===== src/rtl/cpu_pkg.sv =====
// Shared types for the ID/EX boundary: ALU opcodes, the registered ID/EX record and its bubble value.
// Widths are fixed by the 32-bit ALU and the 32-entry GRF.
package cpu_pkg;

    localparam int DATA_W  = 32;
    localparam int RADDR_W = 5;

    typedef enum logic [3:0] {
        ADD = 4'd0,
        SUB = 4'd1,
        LUI = 4'd2
    } alu_opt_e;

    typedef struct packed {
        logic               valid;
        logic [DATA_W-1:0]  pc;
        logic [DATA_W-1:0]  rs_val;
        logic [DATA_W-1:0]  rt_val;
        logic [RADDR_W-1:0] rs_addr;
        logic [RADDR_W-1:0] rt_addr;
        logic [RADDR_W-1:0] rd;
        logic               reg_we;
        logic [15:0]        imm;
        logic               ext_sign;
        logic               alu_src;
        logic [3:0]         opt;
    } id_ex_t;

    localparam id_ex_t BUBBLE = '0;

    function automatic logic [DATA_W-1:0] ext_imm(input logic [15:0] imm, input logic sign);
        return sign ? {{16{imm[15]}}, imm} : {16'b0, imm};
    endfunction

endpackage


===== src/rtl/id_ex_stage_if.sv =====
// ID/EX boundary bundle: decoded ID fields, pipeline control, MEM/WB forwarding taps and EX operand outputs.
// master drives ID/control/forwarding, slave is the stage itself.
interface id_ex_stage_if;
    import cpu_pkg::*;

    logic               id_valid;
    logic               id_stall;
    logic               ex_hold;
    logic               flush;
    logic [DATA_W-1:0]  id_pc;
    logic [DATA_W-1:0]  id_rs_val;
    logic [DATA_W-1:0]  id_rt_val;
    logic [RADDR_W-1:0] id_rs_addr;
    logic [RADDR_W-1:0] id_rt_addr;
    logic [RADDR_W-1:0] id_rd_addr;
    logic               id_reg_we;
    logic [15:0]        id_imm16;
    logic               id_ext_sign;
    logic               id_alu_src;
    logic [3:0]         id_alu_opt;

    logic               mem_we;
    logic [RADDR_W-1:0] mem_rd;
    logic [DATA_W-1:0]  mem_val;
    logic               wb_we;
    logic [RADDR_W-1:0] wb_rd;
    logic [DATA_W-1:0]  wb_val;

    logic               ex_valid;
    logic [DATA_W-1:0]  ex_pc;
    logic [DATA_W-1:0]  ex_v1;
    logic [DATA_W-1:0]  ex_v2;
    logic [15:0]        ex_imm;
    logic [3:0]         ex_opt;
    logic [DATA_W-1:0]  ex_rt_fwd;
    logic [RADDR_W-1:0] ex_rd;
    logic               ex_reg_we;

    modport master (
        output id_valid, id_stall, ex_hold, flush, id_pc, id_rs_val, id_rt_val,
               id_rs_addr, id_rt_addr, id_rd_addr, id_reg_we, id_imm16, id_ext_sign,
               id_alu_src, id_alu_opt, mem_we, mem_rd, mem_val, wb_we, wb_rd, wb_val,
        input  ex_valid, ex_pc, ex_v1, ex_v2, ex_imm, ex_opt, ex_rt_fwd, ex_rd, ex_reg_we
    );

    modport slave (
        input  id_valid, id_stall, ex_hold, flush, id_pc, id_rs_val, id_rt_val,
               id_rs_addr, id_rt_addr, id_rd_addr, id_reg_we, id_imm16, id_ext_sign,
               id_alu_src, id_alu_opt, mem_we, mem_rd, mem_val, wb_we, wb_rd, wb_val,
        output ex_valid, ex_pc, ex_v1, ex_v2, ex_imm, ex_opt, ex_rt_fwd, ex_rd, ex_reg_we
    );

endinterface


===== src/rtl/fwd_mux.sv =====
// Operand bypass: newest producer (MEM) beats WB, $0 never forwards; purely combinational, no backpressure.
module fwd_mux
    import cpu_pkg::*;
(
    input  logic [RADDR_W-1:0] addr,
    input  logic [DATA_W-1:0]  stored,
    input  logic               mem_we,
    input  logic [RADDR_W-1:0] mem_rd,
    input  logic [DATA_W-1:0]  mem_val,
    input  logic               wb_we,
    input  logic [RADDR_W-1:0] wb_rd,
    input  logic [DATA_W-1:0]  wb_val,
    output logic [DATA_W-1:0]  value
);

    always_comb begin
        value = stored;
        if (addr != '0) begin
            if (mem_we && mem_rd == addr) begin
                value = mem_val;
            end else if (wb_we && wb_rd == addr) begin
                value = wb_val;
            end
        end
    end

endmodule


===== src/rtl/id_ex_stage.sv =====
// ID/EX register with EX-side forwarding; one-cycle ID->EX latency, forwarded operands same-cycle.
// Priority flush > ex_hold > id_stall > load; hold keeps the instruction but re-latches forwarded rs/rt.
module id_ex_stage
    import cpu_pkg::*;
(
    input  logic          clk,
    input  logic          rst_n,
    id_ex_stage_if.slave  bus
);

    id_ex_t            r;
    id_ex_t            r_next;
    logic [DATA_W-1:0] fwd_rs;
    logic [DATA_W-1:0] fwd_rt;

    fwd_mux u_fwd_rs (
        .addr    (r.rs_addr),
        .stored  (r.rs_val),
        .mem_we  (bus.mem_we),
        .mem_rd  (bus.mem_rd),
        .mem_val (bus.mem_val),
        .wb_we   (bus.wb_we),
        .wb_rd   (bus.wb_rd),
        .wb_val  (bus.wb_val),
        .value   (fwd_rs)
    );

    fwd_mux u_fwd_rt (
        .addr    (r.rt_addr),
        .stored  (r.rt_val),
        .mem_we  (bus.mem_we),
        .mem_rd  (bus.mem_rd),
        .mem_val (bus.mem_val),
        .wb_we   (bus.wb_we),
        .wb_rd   (bus.wb_rd),
        .wb_val  (bus.wb_val),
        .value   (fwd_rt)
    );

    always_comb begin
        r_next = r;
        if (bus.flush) begin
            r_next = BUBBLE;
        end else if (bus.ex_hold) begin
            // Latch the bypassed values so a producer leaving WB mid-freeze is not lost.
            r_next.rs_val = fwd_rs;
            r_next.rt_val = fwd_rt;
        end else if (bus.id_stall) begin
            r_next = BUBBLE;
        end else begin
            r_next = '{
                valid:    bus.id_valid,
                pc:       bus.id_pc,
                rs_val:   bus.id_rs_val,
                rt_val:   bus.id_rt_val,
                rs_addr:  bus.id_rs_addr,
                rt_addr:  bus.id_rt_addr,
                rd:       bus.id_rd_addr,
                reg_we:   bus.id_reg_we,
                imm:      bus.id_imm16,
                ext_sign: bus.id_ext_sign,
                alu_src:  bus.id_alu_src,
                opt:      bus.id_alu_opt
            };
        end
    end

    always_ff @(posedge clk or negedge rst_n) begin
        if (!rst_n) begin
            r <= BUBBLE;
        end else begin
            r <= r_next;
        end
    end

    always_comb begin
        bus.ex_valid  = r.valid;
        bus.ex_pc     = r.pc;
        bus.ex_v1     = fwd_rs;
        bus.ex_v2     = r.alu_src ? ext_imm(r.imm, r.ext_sign) : fwd_rt;
        bus.ex_imm    = r.imm;
        bus.ex_opt    = r.opt;
        bus.ex_rt_fwd = fwd_rt;
        bus.ex_rd     = r.rd;
        bus.ex_reg_we = r.reg_we & r.valid;
    end

endmodule


===== src/flat_wrapper.sv =====
// flat-port wrapper written by rule: the top's interface ports become plain ports
module id_ex_stage_flat import cpu_pkg::*;
  (clk, rst_n, bus_id_valid, bus_id_stall, bus_ex_hold, bus_flush, bus_id_pc, bus_id_rs_val, bus_id_rt_val, bus_id_rs_addr, bus_id_rt_addr, bus_id_rd_addr, bus_id_reg_we, bus_id_imm16, bus_id_ext_sign, bus_id_alu_src, bus_id_alu_opt, bus_mem_we, bus_mem_rd, bus_mem_val, bus_wb_we, bus_wb_rd, bus_wb_val, bus_ex_valid, bus_ex_pc, bus_ex_v1, bus_ex_v2, bus_ex_imm, bus_ex_opt, bus_ex_rt_fwd, bus_ex_rd, bus_ex_reg_we);
  id_ex_stage_if bus_i ();
  input  logic clk;
  input  logic rst_n;
  input wire logic [$bits(bus_i.id_valid)-1:0] bus_id_valid;
  input wire logic [$bits(bus_i.id_stall)-1:0] bus_id_stall;
  input wire logic [$bits(bus_i.ex_hold)-1:0] bus_ex_hold;
  input wire logic [$bits(bus_i.flush)-1:0] bus_flush;
  input wire logic [$bits(bus_i.id_pc)-1:0] bus_id_pc;
  input wire logic [$bits(bus_i.id_rs_val)-1:0] bus_id_rs_val;
  input wire logic [$bits(bus_i.id_rt_val)-1:0] bus_id_rt_val;
  input wire logic [$bits(bus_i.id_rs_addr)-1:0] bus_id_rs_addr;
  input wire logic [$bits(bus_i.id_rt_addr)-1:0] bus_id_rt_addr;
  input wire logic [$bits(bus_i.id_rd_addr)-1:0] bus_id_rd_addr;
  input wire logic [$bits(bus_i.id_reg_we)-1:0] bus_id_reg_we;
  input wire logic [$bits(bus_i.id_imm16)-1:0] bus_id_imm16;
  input wire logic [$bits(bus_i.id_ext_sign)-1:0] bus_id_ext_sign;
  input wire logic [$bits(bus_i.id_alu_src)-1:0] bus_id_alu_src;
  input wire logic [$bits(bus_i.id_alu_opt)-1:0] bus_id_alu_opt;
  input wire logic [$bits(bus_i.mem_we)-1:0] bus_mem_we;
  input wire logic [$bits(bus_i.mem_rd)-1:0] bus_mem_rd;
  input wire logic [$bits(bus_i.mem_val)-1:0] bus_mem_val;
  input wire logic [$bits(bus_i.wb_we)-1:0] bus_wb_we;
  input wire logic [$bits(bus_i.wb_rd)-1:0] bus_wb_rd;
  input wire logic [$bits(bus_i.wb_val)-1:0] bus_wb_val;
  output wire logic [$bits(bus_i.ex_valid)-1:0] bus_ex_valid;
  output wire logic [$bits(bus_i.ex_pc)-1:0] bus_ex_pc;
  output wire logic [$bits(bus_i.ex_v1)-1:0] bus_ex_v1;
  output wire logic [$bits(bus_i.ex_v2)-1:0] bus_ex_v2;
  output wire logic [$bits(bus_i.ex_imm)-1:0] bus_ex_imm;
  output wire logic [$bits(bus_i.ex_opt)-1:0] bus_ex_opt;
  output wire logic [$bits(bus_i.ex_rt_fwd)-1:0] bus_ex_rt_fwd;
  output wire logic [$bits(bus_i.ex_rd)-1:0] bus_ex_rd;
  output wire logic [$bits(bus_i.ex_reg_we)-1:0] bus_ex_reg_we;
  assign bus_i.id_valid = bus_id_valid;
  assign bus_i.id_stall = bus_id_stall;
  assign bus_i.ex_hold = bus_ex_hold;
  assign bus_i.flush = bus_flush;
  assign bus_i.id_pc = bus_id_pc;
  assign bus_i.id_rs_val = bus_id_rs_val;
  assign bus_i.id_rt_val = bus_id_rt_val;
  assign bus_i.id_rs_addr = bus_id_rs_addr;
  assign bus_i.id_rt_addr = bus_id_rt_addr;
  assign bus_i.id_rd_addr = bus_id_rd_addr;
  assign bus_i.id_reg_we = bus_id_reg_we;
  assign bus_i.id_imm16 = bus_id_imm16;
  assign bus_i.id_ext_sign = bus_id_ext_sign;
  assign bus_i.id_alu_src = bus_id_alu_src;
  assign bus_i.id_alu_opt = bus_id_alu_opt;
  assign bus_i.mem_we = bus_mem_we;
  assign bus_i.mem_rd = bus_mem_rd;
  assign bus_i.mem_val = bus_mem_val;
  assign bus_i.wb_we = bus_wb_we;
  assign bus_i.wb_rd = bus_wb_rd;
  assign bus_i.wb_val = bus_wb_val;
  assign bus_ex_valid = bus_i.ex_valid;
  assign bus_ex_pc = bus_i.ex_pc;
  assign bus_ex_v1 = bus_i.ex_v1;
  assign bus_ex_v2 = bus_i.ex_v2;
  assign bus_ex_imm = bus_i.ex_imm;
  assign bus_ex_opt = bus_i.ex_opt;
  assign bus_ex_rt_fwd = bus_i.ex_rt_fwd;
  assign bus_ex_rd = bus_i.ex_rd;
  assign bus_ex_reg_we = bus_i.ex_reg_we;
  id_ex_stage u_core (.clk(clk), .rst_n(rst_n), .bus(bus_i));
endmodule

===== config.mk =====
export PLATFORM = sky130hd
export DESIGN_NAME = id_ex_stage_flat
export DESIGN_NICKNAME = d
export VERILOG_FILES = /design/src/rtl/cpu_pkg.sv /design/src/rtl/id_ex_stage_if.sv /design/src/rtl/fwd_mux.sv /design/src/rtl/id_ex_stage.sv /design/src/flat_wrapper.sv
export SDC_FILE = /design/constraint.sdc
export NUM_CORES = 1
export LEC_CHECK = 0
export ABC_AREA = 1
export CAP_MARGIN = 20
export CORE_MARGIN = 2
export CORE_UTILIZATION = 39
export DETAILED_ROUTE_END_ITERATION = 6
export PLACE_DENSITY = 0.78
export SLEW_MARGIN = 20
export SYNTH_ARGS = -nofsm -noshare
export SYNTH_HDL_FRONTEND = slang
export SYNTH_SLANG_ARGS = --single-unit

===== constraint.sdc =====
create_clock -name clk -period 1.5 [get_ports clk]
set_input_delay 0.15 -clock clk [delete_from_list [all_inputs] [get_ports clk]]
set_output_delay 0.15 -clock clk [all_outputs]
set_load 0.01 [all_outputs]

==> metrics.md, run 1 <==
| Metric | Value |
|---|---|
| Port buffer count | 370 |
| Total iterations of the first detailed-routing run | 6 |
| Largest net degree at the start of global routing | 42 |
| Failing checks | negative setup slack |
| Longest individual stage delay on the worst path | 430 ps |
| Total clock sinks | 135 |
| Combinational family with the most area after synthesis | simple AND/OR/NAND/NOR gates |
| Final count of negative-setup-slack endpoints | between 150 and 200 |
| Critical path start-end classification | reg -> out |
| Antenna violation net count after detailed routing | 0 |
| Final Wtd Congestion | 0.929 |
| Routed met2 length | 20,800 um |
| Status | finished with violations |
| Number of antenna violations at the first check in global routing | 4 |
| Post-place instance area | roughly 13,000 sq um |
| Count of final hold-check violations | 0 |
| Warning count from the yosys run | 0 |
| Buffers plus inverters on the worst setup path | 3 |
| Vertical die dimension | 152 um |
| Arithmetic-cell share of the synthesized area counting full adders, half adders and majority gates | 0% |
| Post-Syn Nets | 1,424 |
| Cell type group with the largest total delay on the critical path | simple AND/OR/NAND/NOR gates |
| Wire length on met3 | 3490 um |
| Dominant cell type by area after synthesis | dfrtp_1 |
| Final non-filler cell total | roughly 2,000 |
| RSZ-0062 raised after global routing | true |
| Global-route total usage across every layer | a little under a third |
| Pwr per Cell Area | 689 nW/um^2 |
| Global-route wire length before repair | 55,500 um |
| Share of cell area taken by muxes after synthesis | 0% |
| Path class of the lowest-slack min-delay path | in -> async |
| Via count | approximately 11,000 |
| Highest metal layer used by the detailed router | met4 |
| Unique masters post-synth | 24 |
| Area growth syn-to-layout | 95.3% |
| TritonCTS clock tree | done |
| Number of standard-cell rows in the floorplan | 54 |
| Area of the mapped netlist | about 8500 sq um |
| Slowest cell on the critical path | dfrtp_1 |
| Vias in the first global route | 10,100 |
| Xor/xnor cell area share of the yosys netlist | 0% |
| Finished Cell Area | 16,600 sq um |
| Sequential element share of the synthesized area | 39.6% |
| Simple-gate portion of the synthesized area | 35.6% |
| Arrival time of the worst setup path | 2360 ps |
| Synthesized-area fraction occupied by ao, oa, aoi and oai cells | 10.8% |
| Upper clock frequency limit | 399 MHz |
| Die area | roughly 23,000 sq um |
| Detailed-route wire length on metal 1 | 15,400 um |
| Area of the core region | 21,600 sq um |
| Ranking of synthesized cells by area | dfrtp_1, nand2_1, a22o_1, nor2_1, nand3_1 |
| Critical Path Source Type | flop |
| H-Tree Level Count | 4 |
| # Max-Cap Violations | 0 |
| Worst-path cell chain | inv_2 > nand2_1 > o21ai_4 > nor2_2 > nand3_4 > buf_6 > o21ai_0 > nand2_1 > and2_4 > buf_6 |
| Final #Nets | 1,908 |
| Clock-pin slew of the registers on the worst-case setup and hold paths | roughly 70 ps |
| Number of top-level pins | 371 |
| Dpl hpwl | ~26,000 um |
| Max clock buf depth | 2 |
| Maximum net fanout on the critical path | 7 |
| Gate count of the mapped netlist | around 1,200 |
| Number of placed instances with taps included | between 1,500 and 2,000 |
| Number of vias per cell | 5.40 |
| Peak ir drop on the vdd network | roughly 0.75 mV |
| Leakage power total | 9.09 nW |
| Endpoint type of the worst setup path | output pin |
| Fraction of synthesized cell area taken by the top area cell type | 39.6% |
| Final slew viol count | 0 |
| Synth Register Bits | 135 |
| Fin crit period | 2510 ps |
| Least-Margin Pin Slew | around 470 ps |
| Crit share post-route | 167% |
| Max-slew headroom at the worst pin | 68.8% |
| Routed wire length per instance | 21.3 um |
| Post-route DRC violation count | 0 |
| Fraction of final layout cells with drive strength greater than 1 | 42.7% |
| Post-layout utilization of the core | 77.0% |
| Clock latency of the later-clocked register in the worst-skew pair | 440 ps |
| Initial detailed-routing violation count | 866 |
| Horizontal extent of the die | ~150 um |
| Cell at the root of the clock tree | clkbuf_16 |
| Mean cell area of the mapped netlist | 7.05 sq um |
| Initial cell density of the core | about 39% |
| Layout Skew | 22.6 ps |
| Final critical-path setup slack | -1010 ps |
| Worst EP required | 1350 ps |
| Routed Wire Length | ~42,000 um |
| Global-route congestion overflow total | 0 |
| Fill cell total of the finished layout | around 1,400 |
| Total CTS buffers | 17 |
[cell usage after synthesis]
cell type / count
a21oi_1: 1
a21oi_2: 1
a22o_1: 60
and2_1: 56
buf_2: 24
buf_4: 60
buf_6: 6
clkbuf_1: 31
clkbuf_2: 1
dfrtp_1: 135
inv_1: 111
inv_2: 4
nand2_1: 387
nand2_2: 18
nand3_1: 94
nand3_2: 2
nor2_1: 129
nor2_2: 15
nor3_1: 1
nor3_2: 2
nor4_4: 1
o21ai_0: 48
o21ai_1: 11
o21ai_2: 10
[where the power goes]
part,switching (mW),internal [mW]
clock,1.92,2.49
sequential,0.0875,3.79
combinational,1.53,1.66
[through the flow]
step / power, mW / TNS, ps / setup WS, ps / hold WS, ps
3_3_place_gp: 6.43 / -138680 / -1250 / 68.5
6_report: 11.5 / -107050 / -1010 / 169
3_5_place_dp: 6.45 / -141990 / -1280 / 75.7
4_1_cts: 11.0 / -106210 / -947 / 183
2_1_floorplan: 4.90 / -1730 / -48.3 / -146
5_1_grt: 11.9 / -118520 / -1060 / 197
[area by class of cell]
type	instances	area, sq um	area share (%)
flip-flops and latches	135	3380	20.3
diodes	4	10.0	0.0602
clock inverters	14	163	0.977
well taps	280	350	2.11
clock buffers	17	425	2.56
multi-input cells	836	5580	33.5
repair buffers	587	6300	37.9
inverters	115	434	2.61
[state kept, by name (all words and copies together) (netlist names)]
| register | count |
|---|---|
| u_core.bus.ex_imm | 16 |
| u_core.bus.ex_opt | 4 |
| u_core.bus.ex_pc | 32 |
| u_core.bus.ex_rd | 5 |
| u_core.bus.ex_valid | 1 |
| u_core.r | 77 |
[metal layers]
layer / global-route usage [%] / vias up
met5: 0 / -
met4: 10.4 / 0
met3: 5.59 / 200
met2: 53.5 / 711
met1: 38.2 / 5134
li1: - / 4700
[cells in the final DEF (no fill, tap or decap), drive strengths merged]
cell,instances
bufinv,2
nor2,144
dlygate4sd3,1
clkinv,1
a21oi,2
clkinvlp,3
nor3,3
nand3,96
a22o,60
clkbuf,23
nor4,1
clkdlybuf4s50,218
inv,123
buf,307
o21ai,69
dlymetal6s2s,55
dfrtp,135
diode,4
and2,56
nand2,405
[worst paths after layout]
kind,slack (ps),cells after the start,startpoint,to
worst max-delay path,-1010,10,u_core.r[33],bus_ex_v1[8]
worst min-delay path,170,2,rst_n,u_core.bus.ex_pc[21]
worst max register to register,-760,14,u_core.r[35],u_core.r[85]
worst min register to register,500,1,u_core.bus.ex_pc[24],u_core.bus.ex_pc[24]
max in group asynchronous,740,3,rst_n,u_core.r[84]
min in group clk,260,3,bus_id_rt_val[0],u_core.r[38]
[logic make-up (layout without fill, tap and decap cells)]
family,count (synthesis),after routing
AND/OR/NAND/NOR,705,705
flip-flops,135,135
other,0,4
AO/OA/AOI/OAI,131,131
buffers and inverters,237,733
[worst register-to-register path, cell delays in order (launching register included)]
cell and delay (ps):
dfrtp_1 430, buf_6 150, o21ai_4 130, nor2_2 70, nand3_4 190, nand2_4 80
nand2_4 100, buf_12 170, buf_8 150, nand2_4 50, buf_4 120, buf_4 120
buf_4 120, nand3_1 130, nand2_1 120
[timing repair]
item / CTS / global route
endpoints found under the setup margin: 195 / 215
buffers inserted: 62 / 33
hold buffers: 1 / 0
gates resized for setup: 721 / 367
gates cloned: 7 / 10
pin swaps: 111 / 138
endpoints found under the hold margin: 114 / 0
(Power assumes the default switching activity.)
==> run 2, diff against run 1 <==
CORE_AREA = 2 2 145 147   (was not set)
CORE_MARGIN = not set   (was 2)
CORE_UTILIZATION = not set   (was 39)
DIE_AREA = 0 0 147 149   (was not set)
PLACE_DENSITY = 0.8   (was 0.78)
SKIP_CTS_REPAIR_TIMING = 1   (was not set)
clock period = 3.2 ns   (was 1.5 ns; I/O delays follow)
==> metrics.md, run 2 (synthesis results as in run 1) <==
| Metric | Value |
|---|---|
| Antenna violation net count after detailed routing | 0 (unchanged) |
| Vertical die dimension | 149 um (-1.9%) |
| Routed wire length per instance | 17.2 um (-19%) |
| Final count of negative-setup-slack endpoints | 0 (-100%) |
| Routed Wire Length | 30,700 um (-27%) |
| Top library cells by usage in the layout, fill and taps aside | nand2_1, clkdlybuf4s50_1, dfrtp_1, nor2_1, inv_1 |
| Switching part of the total | 29.2% (-1.6 points) |
| Longest individual stage delay on the worst path | 550 ps (+120 ps) |
| TritonCTS clock tree | done |
| Count of final hold-check violations | 33 (+33) |
| Slowest cell on the critical path | clkdlybuf4s50_1 |
| Leakage power total | 6.33 nW (-30%) |
| Least-Margin Pin Slew | 879 ps (+412 ps) |
| Place WS | 199 ps (+1480 ps) |
| Total CTS buffers | 17 (unchanged) |
| Number of top-level pins | 371 (unchanged) |
| Max-slew headroom at the worst pin | 41.4% (-27 points) |
| Post-route DRC violation count | 0 (unchanged) |
| Commonest non-fill, non-tap cell in the layout | nand2_1 |
| Upper clock frequency limit | approximately 330 MHz |
| Number of standard-cell rows in the floorplan | 53 (-1.9%) |
| Die area | 21,900 sq um (-5.0%) |
| Critical Path Source Type | flop |
| Layout Skew | 17.5 ps (-5.14 ps) |
| P_sw | 1.41 mW (-60%) |
| Met3 layer usage reported by global route | 6.85% (+1.3 points) |
| Vias in the first global route | 8,393 (-17%) |
| Clock latency of the later-clocked register in the worst-skew pair | 440 ps (about the same) |
| Final critical-path setup slack | 204 ps (+1210 ps) |
| Max clock buf depth | 2 (unchanged) |
| Number of vias per cell | 4.94 (-8.7%) |
| Failing checks | negative hold slack |
| Initial detailed-routing violation count | 757 (-13%) |
| Cell at the root of the clock tree | clkbuf_16 |
| Cell type group with the largest total delay on the critical path | simple AND/OR/NAND/NOR gates |
| Area of the core region | 20,600 sq um (-4.9%) |
| H-Tree Level Count | 4 (unchanged) |
| Horizontal extent of the die | 147 um (-3.2%) |
| Worst hold-check slack | -19.4 ps (-188 ps) |
| Final #Nets | 1,713 (-10%) |
| Reg2Reg Setup Slack | 1400 ps (+2160 ps) |
| Peak ir drop on the vdd network | 0.339 mV (-55%) |
| RSZ-0062 raised after global routing | false |
| Global route hottest layer | met2 |
| Maximum net fanout on the critical path | 8 (+1) |
| Setup TNS | 0 ps (+107,050 ps) |
| Most frequent cell on the critical path | nand2_1 |
| Initial cell density of the core | 41.5% (+2.0 points) |
| # Max-Cap Violations | 0 (unchanged) |
| Largest register FFs | 77 (unchanged) |
| Crit share post-route | 93.6% |
| Clock power frac | 41.1% (+2.7 points) |
| Met1 usage in global routing | 36.5% (-1.7 points) |
| Area growth syn-to-layout | 48.5% |
| Fraction of final layout cells with drive strength greater than 1 | 7.28% (-35 points) |
| Relative contribution of combinational cells to total power | 21.6% (-6.2 points) |
| Global-route total usage across every layer | 27.5% (-3.1 points) |
| Reg power frac | 37.3% (+3.5 points) |
| Largest net degree at the start of global routing | 93 (+120%) |
| Final Wtd Congestion | 0.907 (-2.4%) |
| Global-route congestion overflow total | 0 (unchanged) |
| Largest register by flop count | u_core.r |
| Dpl hpwl | 23,100 um (-10%) |
| Global-route wire length before repair | 46,600 um (-16%) |
| Path class of the lowest-slack min-delay path | in -> async |
| Final slew viol count | 0 (unchanged) |
| Status | finished with violations |
| Pint | 3.44 mW (-57%) |
| Clock-pin slew of the registers on the worst-case setup and hold paths | 70 ps (about the same) |
| Arrival time of the worst setup path | 2680 ps (+320 ps) |
| Total clock sinks | 135 (unchanged) |
| Total iterations of the first detailed-routing run | 5 (-1) |
| GR Layer Usage met2 | 44.7% (-8.8 points) |
| Worst EP required | 2880 ps (+1530 ps) |
| Number of antenna violations at the first check in global routing | 2 (-2) |
| Fin crit period | approximately 3000 ps |
| Pwr per Cell Area | 384 nW/um^2 (-44%) |
| Port buffer count | 370 (unchanged) |
| Buffers plus inverters on the worst setup path | 2 (-1) |
| Worst-path cell chain | inv_2 > nand2_1 > nand2_1 > nand3_1 > nor2_2 > nand3_1 > nand2_1 > nand2_1 > nand2_2 > nand2_1 > nand2_1 > clkdlybuf4s50_1 |
| Critical path start-end classification | reg -> out |
| Endpoint type of the worst setup path | output pin |
| Via count | 8,823 (-18%) |
==> run 2: changes by cell type in the layout (fill, tap and decap cells not counted), moves of 38 or more <==
cell and delta:
and2_1 +38, and2_4 -38, buf_4 -84, buf_6 -125
clkdlybuf4s50_1 +151, dlymetal6s2s_1 -55, nand2_1 +140, nand2_2 -79
nand2_4 -58, nand3_1 +52, nand3_2 -47, nor2_1 +58
==> run 2: worst reg2reg max path: stages (launching register included) <==
cell and delay (ps):
dfrtp_2 440, inv_2 60, nand2_1 110, nand2_1 60, nor2_1 120, nand3_2 120
buf_4 230, o21ai_0 190, nand2_1 180, nand3_1 110, nand2_1 50
==> run 2: final timing paths <==
path / depth (start not counted) / end / startpoint
setup / recovery: 12 / bus_ex_v2[0] / u_core.r[32]
hold / removal: 1 / u_core.bus.ex_pc[15] / rst_n
setup reg to reg: 10 / u_core.r[39] / u_core.r[31]
hold reg to reg: 1 / u_core.bus.ex_pc[24] / u_core.bus.ex_pc[24]
max in group asynchronous: 2 / u_core.bus.ex_opt[2] / rst_n
min in group clk: 3 / u_core.r[95] / bus_id_rs_val[25]
==> run 2: metal layers <==
| metal | up-vias | share of wire [%] |
|---|---|---|
| met5 | - | 0 |
| met4 | 0 | 1.9 |
| met3 | 38 | 8.0 |
| met2 | 398 | 47 |
| met1 | 4087 | 43 |
| li1 | 4300 | - |
==> run 2: final cells by class <==
class                      instances  area (sq um)
clock inverter                    14           159
multi-input combinational        836          3970
fill                            1855          7900
inverter                         115           432
timing repair buffer             392          3940
sequential                       135          3380
tap                              275           344
clock buffer                      18           429
antenna                            2          5.00
==> run 2: metrics by stage <==
stage | util (%) | std cells | total power [mW] | area, sq um | hold slack [ps]
floorplan | - | 1208 | 2.29 | 8520 | 24.4
global placement | 58.7 | 1753 | 2.88 | 12100 | 470
detailed placement | 58.7 | 1753 | 2.89 | 12100 | 477
CTS | 61.5 | 1785 | 4.88 | 12600 | 12.5
global route | 61.6 | 1787 | 5.04 | 12700 | 54.1
finish | 61.6 | 1787 | 4.85 | 12700 | -19.4
==> run 2: power groups by stage <==
stage | logic, mW | registers, mW | clock network [mW]
after detailed placement | 1.05 | 1.84 | 0
final | 1.05 | 1.81 | 1.99
after global routing | 1.14 | 1.82 | 2.09
after CTS | 1.05 | 1.81 | 2.02
after global placement | 1.04 | 1.84 | 0
after floorplan | 0.459 | 1.83 | 0
==> run 3, diff against run 2 <==
PLACE_DENSITY = not set   (was 0.8)
PLACE_DENSITY_LB_ADDON = 0.25   (was not set)
==> metrics.md, run 3 (synthesis results as in run 1) <==
| Metric | Value |
|---|---|
| Largest register FFs | 77 (unchanged) |
| Horizontal extent of the die | 147 um (unchanged) |
| Upper clock frequency limit | 326 MHz (-2.3%) |
| Fill cell total of the finished layout | 1,905 (+2.7%) |
| Global-route wire length before repair | 48,300 um (+3.6%) |
| Wire length on met3 | 2740 um (+12%) |
| Total clock sinks | 135 (unchanged) |
| Fraction of final layout cells with drive strength greater than 1 | 7.47% (+0.19 points) |
| Final count of negative-setup-slack endpoints | 0 (unchanged) |
| Largest net degree at the start of global routing | 89 (-4.3%) |
| Commonest non-fill, non-tap cell in the layout | nand2_1 |
| Cell type group with the largest total delay on the critical path | simple AND/OR/NAND/NOR gates |
| Fin crit period | 3070 ps (+70.2 ps) |
| Number of top-level pins | 371 (unchanged) |
| Leakage power total | 6.35 nW (+0.31%) |
| Vias in the first global route | 8,573 (+2.1%) |
| Endpoint type of the worst setup path | output pin |
| RSZ-0062 raised after global routing | false |
| Number of vias per cell | 4.99 (+1.1%) |
| Buffers plus inverters on the worst setup path | 3 (+1) |
| Count of final hold-check violations | 0 (-100%) |
| Routed met2 length | 14,700 um (+2.3%) |
| Worst setup path start | u_core.r[29] |
| Worst EP required | 2880 ps (about the same) |
| Path class of the lowest-slack min-delay path | in -> reg |
| Critical path start-end classification | reg -> out |
| Logic depth of the worst path, buffers included | 12 (unchanged) |
| Area of the core region | 20,600 sq um (unchanged) |
| Dpl hpwl | 23,300 um (+1.1%) |
| End of the worst register-to-register path | u_core.r[56] |
| Number of antenna violations at the first check in global routing | 0 (-2) |
| Critical Path Source Type | flop |
| Initial cell density of the core | 41.5% (unchanged) |
| Cell at the root of the clock tree | clkbuf_16 |
| Final slew viol count | 0 (unchanged) |
| # Max-Cap Violations | 0 (unchanged) |
| Max-slew headroom at the worst pin | 52.9% (+11 points) |
| Post-layout total power | 4.83 mW (-0.47%) |
| Reg2Reg Setup Slack | 1350 ps (-50 ps) |
| Initial detailed-routing violation count | 611 (-19%) |
| Total CTS buffers | 17 (unchanged) |
| Register-to-Register Path Depth | 11 (+1) |
| Max clock buf depth | 2 (unchanged) |
| Post-layout utilization of the core | 61.7% (+0.18 points) |
| Area growth syn-to-layout | 48.9% |
| Port buffer count | 370 (unchanged) |
| Vertical die dimension | 149 um (unchanged) |
| Slowest cell on the critical path | clkdlybuf4s50_1 |
| Pwr per Cell Area | 381 nW/um^2 (-0.76%) |
| Count of inserted antenna diode cells | 0 (-2) |
| Maximum net fanout on the critical path | 52 (+44) |
| Routed Wire Length | 31,800 um (+3.6%) |
| Layout Skew | 18.7 ps (+1.19 ps) |
| Crit path capture | bus_ex_v2[19] |
| Detailed-route wire length on metal 1 | 13,400 um (+0.44%) |
| Arrival time of the worst setup path | 2750 ps (+70 ps) |
| Peak ir drop on the vdd network | 0.382 mV (+13%) |
| Antenna violation net count after detailed routing | 0 (unchanged) |
| Highest metal layer used by the detailed router | met4 |
| Clock-pin slew of the registers on the worst-case setup and hold paths | 70 ps (about the same) |
| Clock latency of the later-clocked register in the worst-skew pair | 440 ps (about the same) |
| Status | finished clean |
| Top library cells by usage in the layout, fill and taps aside | nand2_1, clkdlybuf4s50_1, dfrtp_1, nor2_1, inv_1 |
| Worst-path cell chain | inv_1 > nand2_1 > nand2_1 > nor2_1 > nand3_2 > buf_12 > nor2_1 > nor2_1 > nand2_1 > nand3_1 > nand2_1 > clkdlybuf4s50_1 |
| Global-route total usage across every layer | 28.6% (+1.1 points) |
| Place WS | 178 ps (-20.3 ps) |
| Routed wire length per instance | 17.8 um (+3.6%) |
| TritonCTS clock tree | done |
| Post-route DRC violation count | 0 (unchanged) |
| Longest individual stage delay on the worst path | 550 ps (about the same) |
| Global-route congestion overflow total | 0 (unchanged) |
| Crit share post-route | 95.8% (+2.2 points) |
| Least-Margin Pin Slew | 705 ps (-174 ps) |
| Worst reg2reg path startpoint | u_core.r[29] |
| Final #Nets | 1,715 (+0.12%) |
| Final critical-path setup slack | 134 ps (-70.2 ps) |
| Largest register by flop count | u_core.r |
| Number of standard-cell rows in the floorplan | 53 (unchanged) |
| Final Wtd Congestion | 0.933 (+2.9%) |
| Total iterations of the first detailed-routing run | 5 (unchanged) |
| Via count | 8,920 (+1.1%) |
| Setup TNS | 0 ps (unchanged) |
| Most frequent cell on the critical path | nand2_1 |
| H-Tree Level Count | 4 (unchanged) |
| Die area | 21,900 sq um (unchanged) |
run 3: cell type report:
cell class	count	area (sq um)	share of cell area (%)
Sequential cell	135	3380	26.6
Inverter	115	432	3.40
Timing Repair Buffer	394	3980	31.3
Multi-Input combinational cell	836	3980	31.3
Clock buffer	17	425	3.35
Clock inverter	15	159	1.25
Tap cell	275	344	2.71
run 3: layer usage:
| metal | track usage [%] | vias to the layer above |
|---|---|---|
| met5 | 0 | - |
| met4 | 10.5 | 0 |
| met3 | 7.16 | 57 |
| met2 | 45.8 | 408 |
| met1 | 37.8 | 4152 |
| li1 | - | 4303 |
run 3: stage by stage:
step	hold slack (ps)	cell area, sq um	instances
after floorplan	24.4	8520	1208
after detailed placement	363	12100	1753
after CTS	-94.6	12700	1785
final	418	12700	1787
after global placement	361	12100	1753
after global routing	423	12700	1787
run 3: worst reg2reg max path, delay by kind of cell, from the launching register on:
kind / cells / cell delay, ps
AND/OR/NAND/NOR: 9 / 1060
flip-flops: 1 / 390
buffers and inverters: 2 / 350
run 3: worst min path at each step:
stage                     slack [ps]              endpoint  cells past startpoint         startpoint
after floorplan                   20  u_core.bus.ex_imm[0]                      0              rst_n
after global placement           360          u_core.r[80]                      1              rst_n
after detailed placement         360          u_core.r[80]                      1              rst_n
after CTS                        -90          u_core.r[80]                      1              rst_n
after global routing             420          u_core.r[72]                      3   bus_id_rs_val[2]
final                            420          u_core.r[53]                      3  bus_id_rt_val[15]
run 3: power by group:
group	internal [mW]	leakage (nW)	switching, mW
Clock	1.04	0.285	0.919
Combinational	0.560	4.23	0.496
Sequential	1.77	1.84	0.0384
Total	3.38	6.35	1.45
